==> src/rtl/wallace_tree_mult.sv <==
// Unsigned WIDTH x WIDTH Wallace-tree multiplier: partial products, carry-save
// reduction to two rows, final carry-propagate add. Optional 3-stage pipeline.
module wallace_tree_mult #(
  parameter int unsigned WIDTH     = 16,
  parameter int unsigned PIPELINED = 1
) (
  input  logic                 clk,
  input  logic                 rst,
  input  logic [WIDTH-1:0]     a,
  input  logic [WIDTH-1:0]     b,
  input  logic                 valid_in,
  output logic [2*WIDTH-1:0]   product,
  output logic                 valid_out,
  output logic                 done
);

  localparam int unsigned PW = 2 * WIDTH;
  localparam int unsigned IW = (WIDTH > 1) ? $clog2(WIDTH) : 1;

  typedef logic [PW-1:0] row_t;

  row_t pp_c    [WIDTH];
  row_t tree_in [WIDTH];
  row_t sum_c;
  row_t carry_c;
  row_t fin_a;
  row_t fin_b;
  logic fin_v;

  // Partial-product rows: row i is a shifted left by i when b[i] is set.
  for (genvar gi = 0; gi < WIDTH; gi++) begin : g_pp
    assign pp_c[gi] = b[gi] ? (PW'(a) << gi) : '0;
  end

  // Carry-save reduction: each level maps groups of three rows onto a sum row
  // and a shifted majority row; leftover rows pass through until two remain.
  always_comb begin : tree_b
    row_t        lvl_rows [WIDTH];
    row_t        nxt_rows [WIDTH];
    row_t        x;
    row_t        y;
    row_t        z;
    int unsigned n;
    int unsigned m;
    lvl_rows = tree_in;
    nxt_rows = '{default: '0};
    x        = '0;
    y        = '0;
    z        = '0;
    n        = WIDTH;
    m        = 0;
    for (int unsigned l = 0; l < WIDTH; l++) begin
      if (n > 2) begin
        nxt_rows = '{default: '0};
        m        = 0;
        for (int unsigned g = 0; g < WIDTH / 3; g++) begin
          if (3 * g + 2 < n) begin
            x = lvl_rows[IW'(3 * g)];
            y = lvl_rows[IW'(3 * g + 1)];
            z = lvl_rows[IW'(3 * g + 2)];
            nxt_rows[IW'(m)]     = x ^ y ^ z;
            nxt_rows[IW'(m + 1)] = ((x & y) | (x & z) | (y & z)) << 1;
            m = m + 2;
          end
        end
        for (int unsigned k = 0; k < WIDTH; k++) begin
          if (k >= 3 * (n / 3) && k < n) begin
            nxt_rows[IW'(m)] = lvl_rows[IW'(k)];
            m = m + 1;
          end
        end
        lvl_rows = nxt_rows;
        n        = m;
      end
    end
    sum_c   = lvl_rows[0];
    carry_c = lvl_rows[1];
  end

  if (PIPELINED != 0) begin : g_pipe
    row_t pp_q [WIDTH];
    row_t sum_q;
    row_t carry_q;
    logic v1_q;
    logic v2_q;

    // Stage 1 holds partial products, stage 2 holds the carry-save pair.
    always_ff @(posedge clk) begin
      if (rst) begin
        pp_q    <= '{default: '0};
        sum_q   <= '0;
        carry_q <= '0;
        v1_q    <= 1'b0;
        v2_q    <= 1'b0;
      end else begin
        v1_q <= valid_in;
        v2_q <= v1_q;
        if (valid_in) pp_q <= pp_c;
        if (v1_q) begin
          sum_q   <= sum_c;
          carry_q <= carry_c;
        end
      end
    end

    always_comb begin
      tree_in = pp_q;
      fin_a   = sum_q;
      fin_b   = carry_q;
      fin_v   = v2_q;
    end
  end else begin : g_comb
    always_comb begin
      tree_in = pp_c;
      fin_a   = sum_c;
      fin_b   = carry_c;
      fin_v   = valid_in;
    end
  end

  // Final adder and output register; product only moves on a valid result.
  always_ff @(posedge clk) begin
    if (rst) begin
      product   <= '0;
      valid_out <= 1'b0;
      done      <= 1'b0;
    end else begin
      valid_out <= fin_v;
      done      <= fin_v;
      if (fin_v) product <= fin_a + fin_b;
    end
  end

endmodule

==> config.mk <==
export PLATFORM = sky130hd
export DESIGN_NAME = wallace_tree_mult
export DESIGN_NICKNAME = d
export VERILOG_FILES = /design/src/rtl/wallace_tree_mult.sv
export SDC_FILE = /design/constraint.sdc
export NUM_CORES = 1
export LEC_CHECK = 0
export ABC_AREA = 0
export BUFFER_PORTS_ARGS = -buffer_cell sky130_fd_sc_hd__clkbuf_2
export CAP_MARGIN = 20
export CORE_UTILIZATION = 53
export CTS_BUF_LIST = sky130_fd_sc_hd__clkbuf_8
export CTS_CLUSTER_DIAMETER = 150
export DETAILED_ROUTE_END_ITERATION = 12
export PLACE_DENSITY = 0.8
export SYNTH_ARGS = -nofsm -noshare
export SYNTH_HDL_FRONTEND = slang
export SYNTH_SLANG_ARGS = --single-unit
==> constraint.sdc <==
create_clock -name clk -period 8.05 [get_ports clk]
set_input_delay 0.805 -clock clk [delete_from_list [all_inputs] [get_ports clk]]
set_output_delay 0.805 -clock clk [all_outputs]
set_load 0.03 [all_outputs]
======== Yosys cells after proc, flatten, opt, wreduce, memory -nomap -nowiden ========
Cells that the tools add are included.
storage, ports and cells
  output and inout port bits .............. 34
  input bits .............................. 35
  word-level logic and storage cells ...... 137
  bits in registers ....................... 474
operators by class
  bitwise operators ....................... 98
  $add $sub $neg .......................... 1
  muxes and demuxes ....................... 16
operator list
  operator          number
  $and 31x31->31    27
  $or 31x31->31     24
  $xor 32x32->32    12
  $add 32x32->32    1
  $xor 18x32->32    1
  $xor 27x32->32    1
  $xor 32x21->32    1
  $xor 32x24->32    1
  $xor 32x30->32    1
  $xor 32x31->32    1
  $mux 31           1
  $or 31x18->31     1
  $or 31x21->31     1
  $or 31x24->31     1
  $or 31x27->31     1
  $and 28x30->30    1
  $and 29x30->30    1
  $mux 30           1
  $xor 29x30->30    1
  $and 28x29->29    1
  $mux 29           1
  $xor 28x29->29    1
  $mux 28           1
  $and 25x27->27    1
  31 further kinds  31

======== Logic depth before layout (Yosys ltp) ========
  depth after elaboration ................. 18
  mapped depth ............................ 14
  gate-level depth less buffers ........... 14

======== Worst setup path before layout ========
OpenSTA, ideal clock, no wires.
  path type ............................... flip-flop to flip-flop
  start ................................... register g_pipe.pp_q[53] (netlist name)
  end ..................................... register g_pipe.sum_q[21] (netlist: fin_a[21])
  arrival ................................. 3.593 ns
  cell stages (with the launch flop) ...... 13
  clock period less this slack ............ 3.721 ns
  path buffers ............................ 0
  setup slack ............................. 4.329 ns
  data required time ...................... 7.922 ns
  path through ............................ dfxtp_1 -> fa_1 -> inv_1 -> fa_1 -> inv_1 -> fa_1 -> fa_1 -> inv_1 -> fa_1 -> inv_1 -> fa_1 -> mux2i_1 -> nor2_1
between the ends
  cells in the longest elaborated chain, start to end .. 9
RTL lines
  element                      line  text
  from (decl)                  81    row_t pp_q [WIDTH];
  from (signal assigned)       98    if (valid_in) pp_q <= pp_c;
  $xor 29x30->30               61    nxt_rows[IW'(m)] = x ^ y ^ z;
  $xor 32x30->32               61
  $xor 32x32->32 (7 in a row)  61
  named net sum_c[21]          24    row_t sum_c;
  to (signal assigned)         100   sum_q <= sum_c;
  to (decl)                    82    row_t sum_q;
The timed path passes the listed nets, and every way through them passes these cells.
A chain may end at the register's enable or synchronous reset.

======== Worst setup path after layout ========
  start ................................... register g_pipe.pp_q[47] (netlist name)
  end ..................................... register g_pipe.sum_q[15] (netlist: fin_a[15])
The elaborated chain is that of the path after synthesis.

==> flow_summary.ini <==
[outcome]
status = finished, final reports clean

[worst_setup_path]
reg2reg_from = g_pipe.pp_q[47]$_SDFFE_PP0P_
crit_arrival_ns = 4.34
critical-path-top-delay-family = adder cells
start_kind = register
reg2regPathDepth = 12
crit_fanout = 2
crit_chain = fa_1 > inv_1 > fa_1 > inv_1 > fa_1 > inv_1 > fa_1 > fa_1 > inv_1 > fa_1 > mux2i_1 > nor2_1
rrSetupSlack_ns = 4.17
cpMaxStageDelayCell = fa_1
worstSetupEndpointType = register
critPathBufInv = 4
critPathKind = register to register
worstPathRequired_ns = 8.51
slowest_delay_ns = 0.55
r2r_end = fin_a[15]$_SDFFE_PP0P_
cp_common_cell = fa_1

[global_routing]
grt_pass1_wl_um = 74000
grt_max_degree = 141
antenna_found_initial = 0
grt_use_total = 0.243
grt_overflow_total = 0
grt_pass1_vias = 14800

[detailed_routing]
dr_wl_met3_um = 2060
finalWirelength_um = 45100
drtIter0Drc = 861
wire_per_inst_um = 17.5
drc = 0
vias = 14200
met1_length_um = 18500
dr.max_layer_used = met4
vias_per_cell = 5.48
drt_pass1_iterations = 5
ant_nets = 0
wl_met2_um = 23300

[synthesis]
syn-cell-area_sq_um = 19600
ys_ff_latch = 347
synth-xor-area-share = 0.00403
post-synth-top-area-cell = dfxtp_1
muxShareOfSynthArea = 0.0369
synthSimpleGateAreaFrac = 0.149
synth_top_family_by_area = adder cells
yosys.cell_types.count = 63
synth.net_count = 2406
synthAdderAreaFrac = 0.255
dominantRegCellSynth = dfxtp_1
avgSynthCellArea_sq_um = 9.34
netlist.area_leader.share = 0.355
synth_edf_count = 0
synth_compound_area_frac = 0.116
async_reset_ff_frac = 0
synth_area_leaders = dfxtp_1 (36%), fa_1 (21%), nor2_1 (6.2%)
syn_inst = 2093
yosysSeqAreaShare = 0.355
yosys_warnings = 0

[clock_network]
h-tree-depth = 2
cts_tree = yes
cts.sinks = 347
clkLatencyLatePin_ns = 0.61
cts_resized = 0
cts_made_buffers = 55
cts_buffer_depth = 3
hold_buffers = 0
root_buffer = clkbuf_8
post_cts_buffers = 0
cts.clk_slew.worst_paths_ns = 0.06

[flow_run]
maxCapViolCount = 0

[floorplan]
num_io_pins = 69
core-area_sq_um = 35900
die_y_um = 194
die_w_um = 194
die_area_sq_um = 37700
row_count = 69
initial_core_util = 0.544

[layout]
multi_input_area_sq_um = 11000
antenna_cells = 0
final_layout_size_suffix_gt1_frac = 0.0760
nets = 2397
regArea_sq_um = 6950
syn_to_final_growth_pct = 8.00
num-fill-cells = 2996

[power]
powerDensity_nw_per_um2 = 199
peakVddDrop_v = 0.000143
power.leakage_nw = 9.47

[worst_hold_path]
hold_path_depth = 3
holdPathEnd = g_pipe.pp_q[399]$_SDFFE_PP0P_
hp-class = primary input to register
min-delay-start = a[12]

[placement]
dp_slack_ns = 4.16
dpl.hpwl_um = 30700
routabilityCongestion = 0.858
io_buffer_count = 68

[sta]
worst_slack_ns = 4.17
fin_crit_ns = 3.88
finalCritPeriodShare = 0.482
setup_violations = 0
finalMaxSlewViolations = 0
tns_ns = 0
max_freq_mhz = 258
finalHoldViolations = 0
worst_slew_pin_slew_ns = 1.04
fin_worst_skew_ns = 0.0348
relSlewSlack = 0.304
rsz0062_at_grt = false
tightest hold or removal path: stages:
cell       delay, ns
clkbuf_2        0.09
a2bb2oi_1       0.06
nor2_1          0.07
metal layers:
layer / vias up / track usage
met5: - / 0
met4: 0 / 0.0917
li1: 6622 / -
met2: 399 / 0.431
met3: 88 / 0.0332
met1: 7042 / 0.299
logic make-up after synthesis:
group                      after synthesis
AOI/OAI and AO/OA                      352
adders and majority gates              278
and+or+nand+nor                        599
buffers and inverters                  436
xor gates and xnor gates                 9
muxes                                   72
DFF                                    347
stage by stage:
step | instance area [sq um] | power (mW) | std cells | utilization | hold WS (ns)
4_1_cts | 21100 | 4.25 | 2578 | 0.587 | 0.415
3_3_place_gp | 20000 | 2.75 | 2484 | 0.557 | 0.460
3_5_place_dp | 20000 | 2.79 | 2486 | 0.558 | 0.465
5_1_grt | 21100 | 4.45 | 2580 | 0.588 | 0.439
2_1_floorplan | 19600 | 2.54 | 2093 | - | 0.450
6_report | 21100 | 4.21 | 2580 | 0.588 | 0.456
Yosys cell counts, drive strengths merged, types with 14 or more instances:
master and count:
inv 291, dfxtp 347, nor2 325, fa 201
a2bb2oi 61, a22o 16, clkbuf 131, a21oi 198
nor2b 183, mux2i 71, and2 22, buf 14
nand2 17, o21ai 15, ha 77
worst max path at each step:
stage | from | end | slack (ns) | depth (start not counted)
2_1_floorplan | g_pipe.pp_q[53]$_SDFFE_PP0P_ | fin_a[21]$_SDFFE_PP0P_ | 4.33 | 12
3_3_place_gp | g_pipe.pp_q[53]$_SDFFE_PP0P_ | fin_a[21]$_SDFFE_PP0P_ | 4.21 | 12
3_5_place_dp | g_pipe.pp_q[47]$_SDFFE_PP0P_ | fin_a[15]$_SDFFE_PP0P_ | 4.16 | 12
4_1_cts | g_pipe.pp_q[47]$_SDFFE_PP0P_ | fin_a[15]$_SDFFE_PP0P_ | 4.13 | 12
5_1_grt | g_pipe.pp_q[49]$_SDFFE_PP0P_ | fin_a[17]$_SDFFE_PP0P_ | 4.00 | 12
6_report | g_pipe.pp_q[47]$_SDFFE_PP0P_ | fin_a[15]$_SDFFE_PP0P_ | 4.17 | 12
report_power, final:
part	internal, mW	leakage (nW)	switching (mW)
combinational	0.356	6.02	0.523
sequential	1.80	2.83	0.0620
clock	0.778	0.620	0.686
total	2.94	9.47	1.27
state kept, by name (all words and copies together), names as in the netlist:
name	count
g_pipe.pp_q	256
fin_b	25
product	32
valid_out	1
fin_v	1
fin_a	31
g_pipe.v1_q	1
placed cells by master (no fill, tap or decap), types with 4 or more instances in the layout:
cell type	count
nor4bb_1	4
clkbuf_2	66
o2111ai_1	4
inv_1	310
a22o_1	16
nand2_1	17
nor2_1	325
and2_1	16
nor3b_1	8
xnor2_1	8
a2bb2oi_1	61
fa_1	201
nor3_1	5
nand3_1	10
ha_1	77
clkbuf_8	71
buf_4	7
dfxtp_1	345
a31oi_1	4
or3_1	4
nand2b_1	5
nand4_1	4
o211ai_1	6
a211oi_1	8
o21ai_0	15
o21a_1	4
a21o_1	4
a211o_1	4
nor2b_1	183
and2_0	6
mux2i_1	71
a21oi_1	197
final cells by class:
| cell class | instances | area share |
|---|---|---|
| clock buffer | 71 | 0.0463 |
| clock inverter | 21 | 0.00385 |
| inverter | 291 | 0.0517 |
| multi-input combinational | 1310 | 0.519 |
| sequential | 347 | 0.329 |
| tap | 461 | 0.0273 |
| timing repair buffer | 79 | 0.0226 |
Note: power is estimated with default switching activity, not from simulation.
